`src/rtl/mem_port_arbiter_if.sv`:
```
// Bus bundle between riscv_pipeline, mem_port_arbiter and the unified memory.
// master = arbiter view; slave = pipeline/memory view.
interface mem_port_arbiter_if;
    logic [31:0] inst_adr;
    logic [31:0] inst;
    logic        mem_read;
    logic        mem_write;
    logic [31:0] data_adr;
    logic [31:0] data_out;
    logic [31:0] data_in;
    logic        mem_stall;
    logic        m_req;
    logic        m_we;
    logic [31:0] m_adr;
    logic [31:0] m_wdata;
    logic [31:0] m_rdata;
    logic        m_ready;

    // Handshake: m_req/m_we/m_adr/m_wdata stay stable from request until the
    // cycle m_ready=1; that cycle completes the access and m_rdata is valid.
    modport master (
        input  inst_adr, mem_read, mem_write, data_adr, data_out, m_rdata, m_ready,
        output inst, data_in, mem_stall, m_req, m_we, m_adr, m_wdata
    );

    modport slave (
        output inst_adr, mem_read, mem_write, data_adr, data_out, m_rdata, m_ready,
        input  inst, data_in, mem_stall, m_req, m_we, m_adr, m_wdata
    );
endinterface

```
`src/rtl/mem_port_arbiter.sv`:
```
// Shares one single-ported memory between pipeline data and fetch ports: data access, then fetch, then one released step.
// Define ARB_PERF_CNT_EN to build the stall / access performance counters.
module mem_port_arbiter #(
    parameter int unsigned WAIT_MAX = 255,
    parameter logic [31:0] NOP_INST = 32'h0000_0013
) (
    input  logic               clk,
    input  logic               rst,
    mem_port_arbiter_if.master bus,
    output logic               bus_err,
    output logic [31:0]        perf_stall_cnt,
    output logic [31:0]        perf_acc_cnt,
    output logic [1:0]         dbg_state_o
);
    typedef enum logic [1:0] {
        IDLE    = 2'd0,
        DATA    = 2'd1,
        FETCH   = 2'd2,
        RELEASE = 2'd3
    } state_t;

    localparam logic [15:0] WAIT_LIM = 16'(WAIT_MAX);

    state_t      state_q, state_d;
    logic [15:0] wait_q, wait_d;
    logic [31:0] inst_q, inst_d;
    logic [31:0] data_q, data_d;
    logic        bus_err_q, bus_err_d;
    logic        in_acc;
    logic        hit;

    assign in_acc = (state_q == DATA) || (state_q == FETCH);
    // A response arriving on the hit cycle still wins over the abort.
    assign hit    = (wait_q == WAIT_LIM);

    always_ff @(posedge clk or negedge rst) begin
        if (!rst) begin
            state_q   <= IDLE;
            wait_q    <= '0;
            inst_q    <= NOP_INST;
            data_q    <= '0;
            bus_err_q <= 1'b0;
        end else begin
            state_q   <= state_d;
            wait_q    <= wait_d;
            inst_q    <= inst_d;
            data_q    <= data_d;
            bus_err_q <= bus_err_d;
        end
    end

    always_comb begin
        state_d   = state_q;
        wait_d    = wait_q;
        inst_d    = inst_q;
        data_d    = data_q;
        bus_err_d = bus_err_q;
        case (state_q)
            IDLE: begin
                wait_d  = '0;
                state_d = (bus.mem_write || bus.mem_read) ? DATA : FETCH;
            end
            DATA: begin
                if (bus.m_ready) begin
                    if (bus.mem_read && !bus.mem_write) data_d = bus.m_rdata;
                    wait_d  = '0;
                    state_d = FETCH;
                end else if (hit) begin
                    data_d    = '0;
                    bus_err_d = 1'b1;
                    wait_d    = '0;
                    state_d   = FETCH;
                end else begin
                    wait_d = wait_q + 16'd1;
                end
            end
            FETCH: begin
                if (bus.m_ready) begin
                    inst_d  = bus.m_rdata;
                    state_d = RELEASE;
                end else if (hit) begin
                    inst_d    = NOP_INST;
                    bus_err_d = 1'b1;
                    state_d   = RELEASE;
                end else begin
                    wait_d = wait_q + 16'd1;
                end
            end
            RELEASE: state_d = IDLE;
            default: state_d = IDLE;
        endcase
    end

    // Bus outputs decode from state so an async reset drops m_req at once.
    always_comb begin
        bus.m_req   = in_acc;
        bus.m_we    = 1'b0;
        bus.m_adr   = '0;
        bus.m_wdata = '0;
        if (state_q == DATA) begin
            bus.m_we    = bus.mem_write;
            bus.m_adr   = bus.data_adr;
            bus.m_wdata = bus.data_out;
        end else if (state_q == FETCH) begin
            bus.m_adr = bus.inst_adr;
        end
    end

    assign bus.mem_stall = (state_q != RELEASE);
    assign bus.inst      = inst_q;
    assign bus.data_in   = data_q;
    assign bus_err       = bus_err_q;
    assign dbg_state_o   = state_q;

`ifdef ARB_PERF_CNT_EN
    logic [31:0] stall_cnt_q, acc_cnt_q;

    always_ff @(posedge clk or negedge rst) begin
        if (!rst) begin
            stall_cnt_q <= '0;
            acc_cnt_q   <= '0;
        end else begin
            if (bus.mem_stall)         stall_cnt_q <= stall_cnt_q + 32'd1;
            if (in_acc && bus.m_ready) acc_cnt_q   <= acc_cnt_q + 32'd1;
        end
    end

    assign perf_stall_cnt = stall_cnt_q;
    assign perf_acc_cnt   = acc_cnt_q;
`else
    assign perf_stall_cnt = 32'h0;
    assign perf_acc_cnt   = 32'h0;
`endif
endmodule
```
`src/flat_wrapper.sv`:
```
// flat-port wrapper written by rule: the top's interface ports become plain ports
module mem_port_arbiter_flat 
#(
    parameter int unsigned WAIT_MAX = 255,
    parameter logic [31:0] NOP_INST = 32'h0000_0013
)
  (clk, rst, bus_err, perf_stall_cnt, perf_acc_cnt, dbg_state_o, bus_inst_adr, bus_mem_read, bus_mem_write, bus_data_adr, bus_data_out, bus_m_rdata, bus_m_ready, bus_inst, bus_data_in, bus_mem_stall, bus_m_req, bus_m_we, bus_m_adr, bus_m_wdata);
  mem_port_arbiter_if bus_i ();
  input  logic clk;
  input  logic rst;
  output logic bus_err;
  output logic [31:0] perf_stall_cnt;
  output logic [31:0] perf_acc_cnt;
  output logic [1:0] dbg_state_o;
  input wire logic [$bits(bus_i.inst_adr)-1:0] bus_inst_adr;
  input wire logic [$bits(bus_i.mem_read)-1:0] bus_mem_read;
  input wire logic [$bits(bus_i.mem_write)-1:0] bus_mem_write;
  input wire logic [$bits(bus_i.data_adr)-1:0] bus_data_adr;
  input wire logic [$bits(bus_i.data_out)-1:0] bus_data_out;
  input wire logic [$bits(bus_i.m_rdata)-1:0] bus_m_rdata;
  input wire logic [$bits(bus_i.m_ready)-1:0] bus_m_ready;
  output wire logic [$bits(bus_i.inst)-1:0] bus_inst;
  output wire logic [$bits(bus_i.data_in)-1:0] bus_data_in;
  output wire logic [$bits(bus_i.mem_stall)-1:0] bus_mem_stall;
  output wire logic [$bits(bus_i.m_req)-1:0] bus_m_req;
  output wire logic [$bits(bus_i.m_we)-1:0] bus_m_we;
  output wire logic [$bits(bus_i.m_adr)-1:0] bus_m_adr;
  output wire logic [$bits(bus_i.m_wdata)-1:0] bus_m_wdata;
  assign bus_i.inst_adr = bus_inst_adr;
  assign bus_i.mem_read = bus_mem_read;
  assign bus_i.mem_write = bus_mem_write;
  assign bus_i.data_adr = bus_data_adr;
  assign bus_i.data_out = bus_data_out;
  assign bus_i.m_rdata = bus_m_rdata;
  assign bus_i.m_ready = bus_m_ready;
  assign bus_inst = bus_i.inst;
  assign bus_data_in = bus_i.data_in;
  assign bus_mem_stall = bus_i.mem_stall;
  assign bus_m_req = bus_i.m_req;
  assign bus_m_we = bus_i.m_we;
  assign bus_m_adr = bus_i.m_adr;
  assign bus_m_wdata = bus_i.m_wdata;
  mem_port_arbiter #(.WAIT_MAX(WAIT_MAX), .NOP_INST(NOP_INST)) u_core (.clk(clk), .rst(rst), .bus(bus_i), .bus_err(bus_err), .perf_stall_cnt(perf_stall_cnt), .perf_acc_cnt(perf_acc_cnt), .dbg_state_o(dbg_state_o));
endmodule
```
`config.mk`:
```
export PLATFORM = sky130hd
export DESIGN_NAME = mem_port_arbiter_flat
export DESIGN_NICKNAME = d
export VERILOG_FILES = /design/src/rtl/mem_port_arbiter_if.sv /design/src/rtl/mem_port_arbiter.sv /design/src/flat_wrapper.sv
export SDC_FILE = /design/constraint.sdc
export NUM_CORES = 1
export LEC_CHECK = 0
export BUFFER_PORTS_ARGS = -buffer_cell sky130_fd_sc_hd__buf_2
export CORE_AREA = 2 2 127 129
export DETAILED_ROUTE_END_ITERATION = 7
export DIE_AREA = 0 0 129 131
export GPL_ROUTABILITY_DRIVEN = 0
export PLACE_DENSITY = 0.65
export RECOVER_POWER = 50
export SYNTH_ARGS = -nofsm -noshare
export SYNTH_HDL_FRONTEND = slang
export SYNTH_SLANG_ARGS = --single-unit
```
`constraint.sdc`:
```
create_clock -name clk -period 2.3 [get_ports clk]
set_input_delay 0.575 -clock clk [delete_from_list [all_inputs] [get_ports clk]]
set_output_delay 0.575 -clock clk [all_outputs]
set_load 0.005 [all_outputs]
```
Word level (Yosys, flattened, before mapping)
Index checks and enable logic that the tools add are counted.
- $add $sub $neg: 1
- equal/unequal tests: 10
- multiplexer cells: 20
- bitwise gates (word level): 1
- reductions and logical operators: 13
- operator list (kind ; count):
    $mux W32 ; 8
    $mux W16 ; 4
    $pmux W16 S3 ; 1
    $add A16 B1 Y16 const B ; 1
    $eq A16 B8 Y1 const B ; 1
    $mux W2 ; 5
    $reduce_and A3 Y1 ; 3
    $pmux W2 S4 ; 1
    $ne A2 B2 Y1 const B ; 3
    $ne A3 B2 Y1 const B ; 2
    $eq A2 B2 Y1 const B ; 2
    $reduce_and A2 Y1 ; 2
    $reduce_bool A3 Y1 ; 1
    $eq A2 B1 Y1 const B ; 1
    $logic_not A2 Y1 ; 1
    $logic_or A1 B1 Y1 ; 2
    $ne A2 B1 Y1 const B ; 1
    $reduce_bool A2 Y1 ; 1
    $reduce_or A2 Y1 ; 1
    $logic_and A1 B1 Y1 ; 1
    $logic_not A1 Y1 ; 1
    $mux W1 ; 1
    $not A1 Y1 ; 1
- bits in registers: 83
- input bits: 133
- output and inout bits: 198
- logic and storage cells: 50

Longest topological paths before layout
- word-level depth: 4
- depth in mapped cells: 8
- mapped depth without buffers: 7

Worst setup path after synthesis
OpenSTA, ideal clock, no wires.
- path kind: register to output
- from: register u_core.state_q[1], in the netlist u_core.dbg_state_o[1]
- to: output bus_m_adr[25]
- data arrival time: 1.586 ns
- required time: 1.725 ns
- path slack: 0.139 ns
- cell stages (with the launch flop): 7
- buffers on the path: 3
- cell sequence: dfrtp_1 > inv_1 > ha_1 > clkbuf_1 > clkbuf_1 > clkbuf_1 > a22o_1
- longest elaborated chain between the ends: 3
- elaborated cells between the ends (all ways): 4
- classes of those cells: eq/ne: 2; mux: 2
- RTL lines (what ; RTL line ; source):
    start: declaration ; mem_port_arbiter.sv:24 ; state_t state_q, state_d;
    start signal: assignment ; mem_port_arbiter.sv:44 ; state_q <= state_d;
    $eq A2 B2 Y1 ; mem_port_arbiter.sv:104 ; end else if (state_q == FETCH) begin
    $mux W32 ; mem_port_arbiter.sv:104 ;
    $mux W32 * ; mem_port_arbiter.sv:100 ; if (state_q == DATA) begin
    end: declaration ; flat_wrapper.sv:27 ; output wire logic [$bits(bus_i.m_adr)-1:0] bus_m_adr;
Every way passes the cells marked *; elsewhere a longest branch is shown, timed or not.

Worst setup path after layout
- from: register u_core.state_q[0], in the netlist u_core.dbg_state_o[0]
- to: output bus_m_adr[27]
Same word-level chain as after synthesis.

==> flow_results.org <==
** Outcome
- The flow ran to the end, and the final reports show no timing, DRC or antenna violations.

** Layout
- 0 antenna diodes ended up in the layout.
- Leaving out fill and tap cells, the most frequent cell in the layout is sky130_fd_sc_hd__buf_2.
- Top library cells by usage in the layout, fill and taps aside :: 238 x sky130_fd_sc_hd__buf_2, 78 x sky130_fd_sc_hd__dfrtp_1, 64 x sky130_fd_sc_hd__conb_1
- Nets@finish :: 898
- Fill cell total of the finished layout :: 1554
- Final cell utilization of the core :: 42.1%
- P&R area growth vs syn :: 37.1%
- Share of layout cells above drive strength 1 :: 39.9%
- Excluding fillers, the count of instances in the completed layout stands at 980.

** Timing
- Of the available clock period, the critical path in the final layout requires 99.6%.
- Derived from the worst setup path, the maximum achievable clock frequency is 437 MHz.
- Between clock sinks in the finished design, the worst skew comes to 12.5 ps.
- Setup repair after global routing could not meet its margin everywhere.
- Max transition margin :: 34.9%
- The number of hold violations in the final report is 0.
- For the finished layout, the period the worst path requires is 2290 ps.
- The count of final max-slew check failures came to 0.
- At the pin with the least slew margin, the transition time is 976 ps.
- Setup violations remaining at the end of the flow were counted as 0.

** Die
- The floorplan step set the die width to 129 um.
- Y dimension of the die :: 131 um
- Die Outline Area :: 0.0169 mm2
- The initial utilization of the core area, before any placement, comes to 30.7%.
- Number of rows created at floorplan :: 46
- Number of top-level design ports :: 331
- Area of the core :: 0.0156 mm2

** Power and ir drop
- Leakage power summed over all cells :: 3.75 nW
- Power per cell area :: 1130 mW/mm2
- Share of total power consumed by net switching :: 37.7%
- Across the VDD grid, the largest voltage drop is 0.389 mV.
- Portion of total power attributed to sequential cells :: 32.0%
- The clock network accounts for 18.9% of the total power.
- Cell internal power was estimated by the tool at 4.64 mW.
- The share of total power dissipated in combinational logic is 49.1%.
- For this design the total switching power over the nets is 2.81 mW.

** Placement
- The number of placed instances, taps included, is 957.
- HPWL after detailed placement :: 11500 um
- The count of buffers added on input and output ports is 266.

** Critical path
- Cells on worst reg2reg path :: 6
- Startpoint type of the worst setup path :: register
- Traced cell by cell, the critical path runs through buf_6 -> ha_4 -> nor2_4 -> buf_12 -> a22o_1 -> buf_2.
- Origin of the critical flop-to-flop path :: u_core.wait_q[0]
- The setup path with the least slack is of type reg2out.
- For the worst setup path, the data required time is 1730 ps.
- CP startpoint :: u_core.dbg_state_o[0]
- Counting buffers and inverters, the worst setup path is 6 cells deep.
- Largest delay contributor family on the critical path :: flip-flops
- Buf+Inv Stages, Crit Path :: 3
- Master of the slowest instance on the critical path :: sky130_fd_sc_hd__dfrtp_2
- In this run the register-to-register setup slack is 170 ps.
- STA puts the critical path data arrival time at 1710 ps.
- Of all nets on the critical path, the largest fanout is 8.
- Element type at the critical path end :: output pin
- In this design, the stage delay of the slowest critical-path cell is 430 ps.
- End of the worst register-to-register path :: u_core.wait_q[11]
- Worst Setup EP :: bus_m_adr[27]

** Synthesis
- Number of unique standard cell types used by synthesis :: 45
- Gate Count Post-Synth :: 486
- The synthesized design contains 0 enable-type register cells.
- Share of the synthesized area in the top cell type :: 41.7%
- Mapped cell area :: 0.00480 mm2
- Of all cell types, the one taking the most synthesized area is sky130_fd_sc_hd__dfrtp_1.
- Sequential area share after synthesis :: 43.4%
- Top_reg_cell synth :: sky130_fd_sc_hd__dfrtp_1
- Mean cell area of the mapped netlist :: 9.87 um2
- Counting flops with an async set or reset pin after synthesis yields a share of 100%.
- After synthesis the netlist holds a flip-flop and latch count of 83.
- Yosys warnings :: 0
- After synthesis, the cell types taking the most area are sky130_fd_sc_hd__dfrtp_1 42%, sky130_fd_sc_hd__a22o_1 11%, sky130_fd_sc_hd__buf_4 10%.

** Route
- Via count :: 4432
- Drt via density :: 4.52
- For this block, the routed nets add up to 15100 um of wire.
- After detailed routing, the average wire length per cell comes to 15.4 um.
- Remaining antenna violation count after routing :: 0
- Number of remaining DRC errors :: 0
- After the first detailed-routing iteration, the DRC count stood at 206.
- The pre-antenna-repair detailed-routing pass consisted of 5 iterations.

** Global route
- The initial antenna violation count is 1.
- GRT Overall Usage :: 16.1%
- The first global-routing pass estimated 21000 um of wire.
- For this run the aggregate overflow at the end of global routing stands at 0.
- Pin count of the biggest net entering global routing :: 40
- The number of global-route vias before repair came to 3833.

** CTS
- Clock tree root driver cell :: sky130_fd_sc_hd__clkbuf_16
- Clock buffer count from CTS :: 9
- The clock tree synthesis step divided the H-tree into 3 levels.
- The later pin in the worst-skew pair is clocked with a latency of 340 ps.
- TritonCTS built the clock tree.
- # clock sinks :: 83
- Clock slew at reported path FFs :: 70 ps
- Counting along the longest clock path gives a buffer depth of 2.

** Worst hold path
- Class of the most critical hold timing path :: in2async

** Job
- The tool flagged a number of max-cap violations equal to 0.
## worst register-to-register path: stages, from the launching register on
cell	delay, ps
sky130_fd_sc_hd__dfrtp_1	380
sky130_fd_sc_hd__ha_1	230
sky130_fd_sc_hd__and4_1	210
sky130_fd_sc_hd__and4_1	330
sky130_fd_sc_hd__o21a_4	280
sky130_fd_sc_hd__or4_4	480
sky130_fd_sc_hd__a21oi_2	140
## Yosys cell counts (3+ instances only)
cell type                  instances
sky130_fd_sc_hd__a21oi_1          10
sky130_fd_sc_hd__a22o_1           62
sky130_fd_sc_hd__inv_1            38
sky130_fd_sc_hd__buf_2             4
sky130_fd_sc_hd__dfstp_2           3
sky130_fd_sc_hd__xor2_1            3
sky130_fd_sc_hd__clkbuf_1         20
sky130_fd_sc_hd__and3_1            5
sky130_fd_sc_hd__mux2i_1          33
sky130_fd_sc_hd__buf_6             4
sky130_fd_sc_hd__xnor2_1           7
sky130_fd_sc_hd__buf_4            65
sky130_fd_sc_hd__nand3_1          10
sky130_fd_sc_hd__nand4_1           9
sky130_fd_sc_hd__dfrtp_1          80
sky130_fd_sc_hd__o22a_1            3
sky130_fd_sc_hd__ha_1              6
sky130_fd_sc_hd__nor4_1            3
sky130_fd_sc_hd__nand2_1          42
sky130_fd_sc_hd__and2_1           33
sky130_fd_sc_hd__nor2_1           18
## flip-flops by register name, summed over array words and instances, names as in the netlist
signal	flops
u_core.bus.data_in	32
u_core.bus.inst	32
u_core.bus_err	1
u_core.dbg_state_o	2
u_core.wait_q	16
## cell families (layout without fill, tap and decap cells)
| group | after synthesis | after routing | synth area share, % |
|---|---|---|---|
| buffers and inverters | 131 | 346 | 16.1 |
| AOI/OAI and AO/OA | 88 | 88 | 15.2 |
| adders and majority gates | 6 | 6 | 1.57 |
| other | 1 | 64 | 0.0782 |
| and+or+nand+nor | 133 | 133 | 14.8 |
| xor gates and xnor gates | 10 | 10 | 1.83 |
| DFF | 83 | 83 | 43.4 |
| muxes | 34 | 34 | 7.12 |
## how the worst min path moves through the flow
stage,from,end,slack [ps]
global placement,u_core.bus_err,u_core.bus_err,470
detailed placement,u_core.bus_err,u_core.bus_err,460
floorplan,rst,u_core.bus.data_in[0],280
CTS,rst,u_core.wait_q[4],230
global route,rst,u_core.wait_q[3],460
finish,rst,u_core.wait_q[3],380
## per-stage QoR
step	worst slack, ps	TNS, ps	cell area, um2	total power [mW]	hold WS [ps]
floorplan	139	0	5030	4.22	279
global placement	254	0	6200	5.81	467
detailed placement	187	0	6200	5.84	464
CTS	-30.8	-69.5	6560	7.43	231
global route	-83.6	-1570	6570	7.99	463
finish	10.0	0	6570	7.45	377
## layout make-up
type / instances / area, um2 / area share (%)
Clock buffer: 10 / 239 / 3.64
Clock inverter: 6 / 53.8 / 0.818
Inverter: 38 / 145 / 2.21
Multi-Input combinational cell: 335 / 2220 / 33.8
Sequential cell: 83 / 2080 / 31.7
Tap cell: 216 / 270 / 4.11
Timing Repair Buffer: 292 / 1560 / 23.8
## power groups by stage
stage | clock network (mW) | registers [mW] | logic (mW)
after floorplan | 0 | 2.45 | 1.76
after global placement | 0 | 2.39 | 3.42
after detailed placement | 0 | 2.41 | 3.44
after CTS | 1.44 | 2.38 | 3.61
after global routing | 1.50 | 2.46 | 4.04
final | 1.41 | 2.38 | 3.66
## timing repair
| action | in CTS | in global routing |
|---|---|---|
| setup buffers | 2 | 3 |
| cloned | 1 | 1 |
| endpoints found under the setup margin | 50 | 49 |
| hold buffers | 0 | 0 |
| gates resized for setup | 11 | 5 |
| pin swaps | 2 | 6 |
## per-layer routing
layer / wire length (um) / GRT usage (%) / part of all wire [%]
met1: 6620 / 22.6 / 44
met2: 7120 / 24.6 / 47
met3: 1160 / 4.48 / 7.7
met4: 220 / 3.84 / 1.5
met5: 13 / 0 / 0.086
No activity file was read; power rests on OpenSTA's default activity.
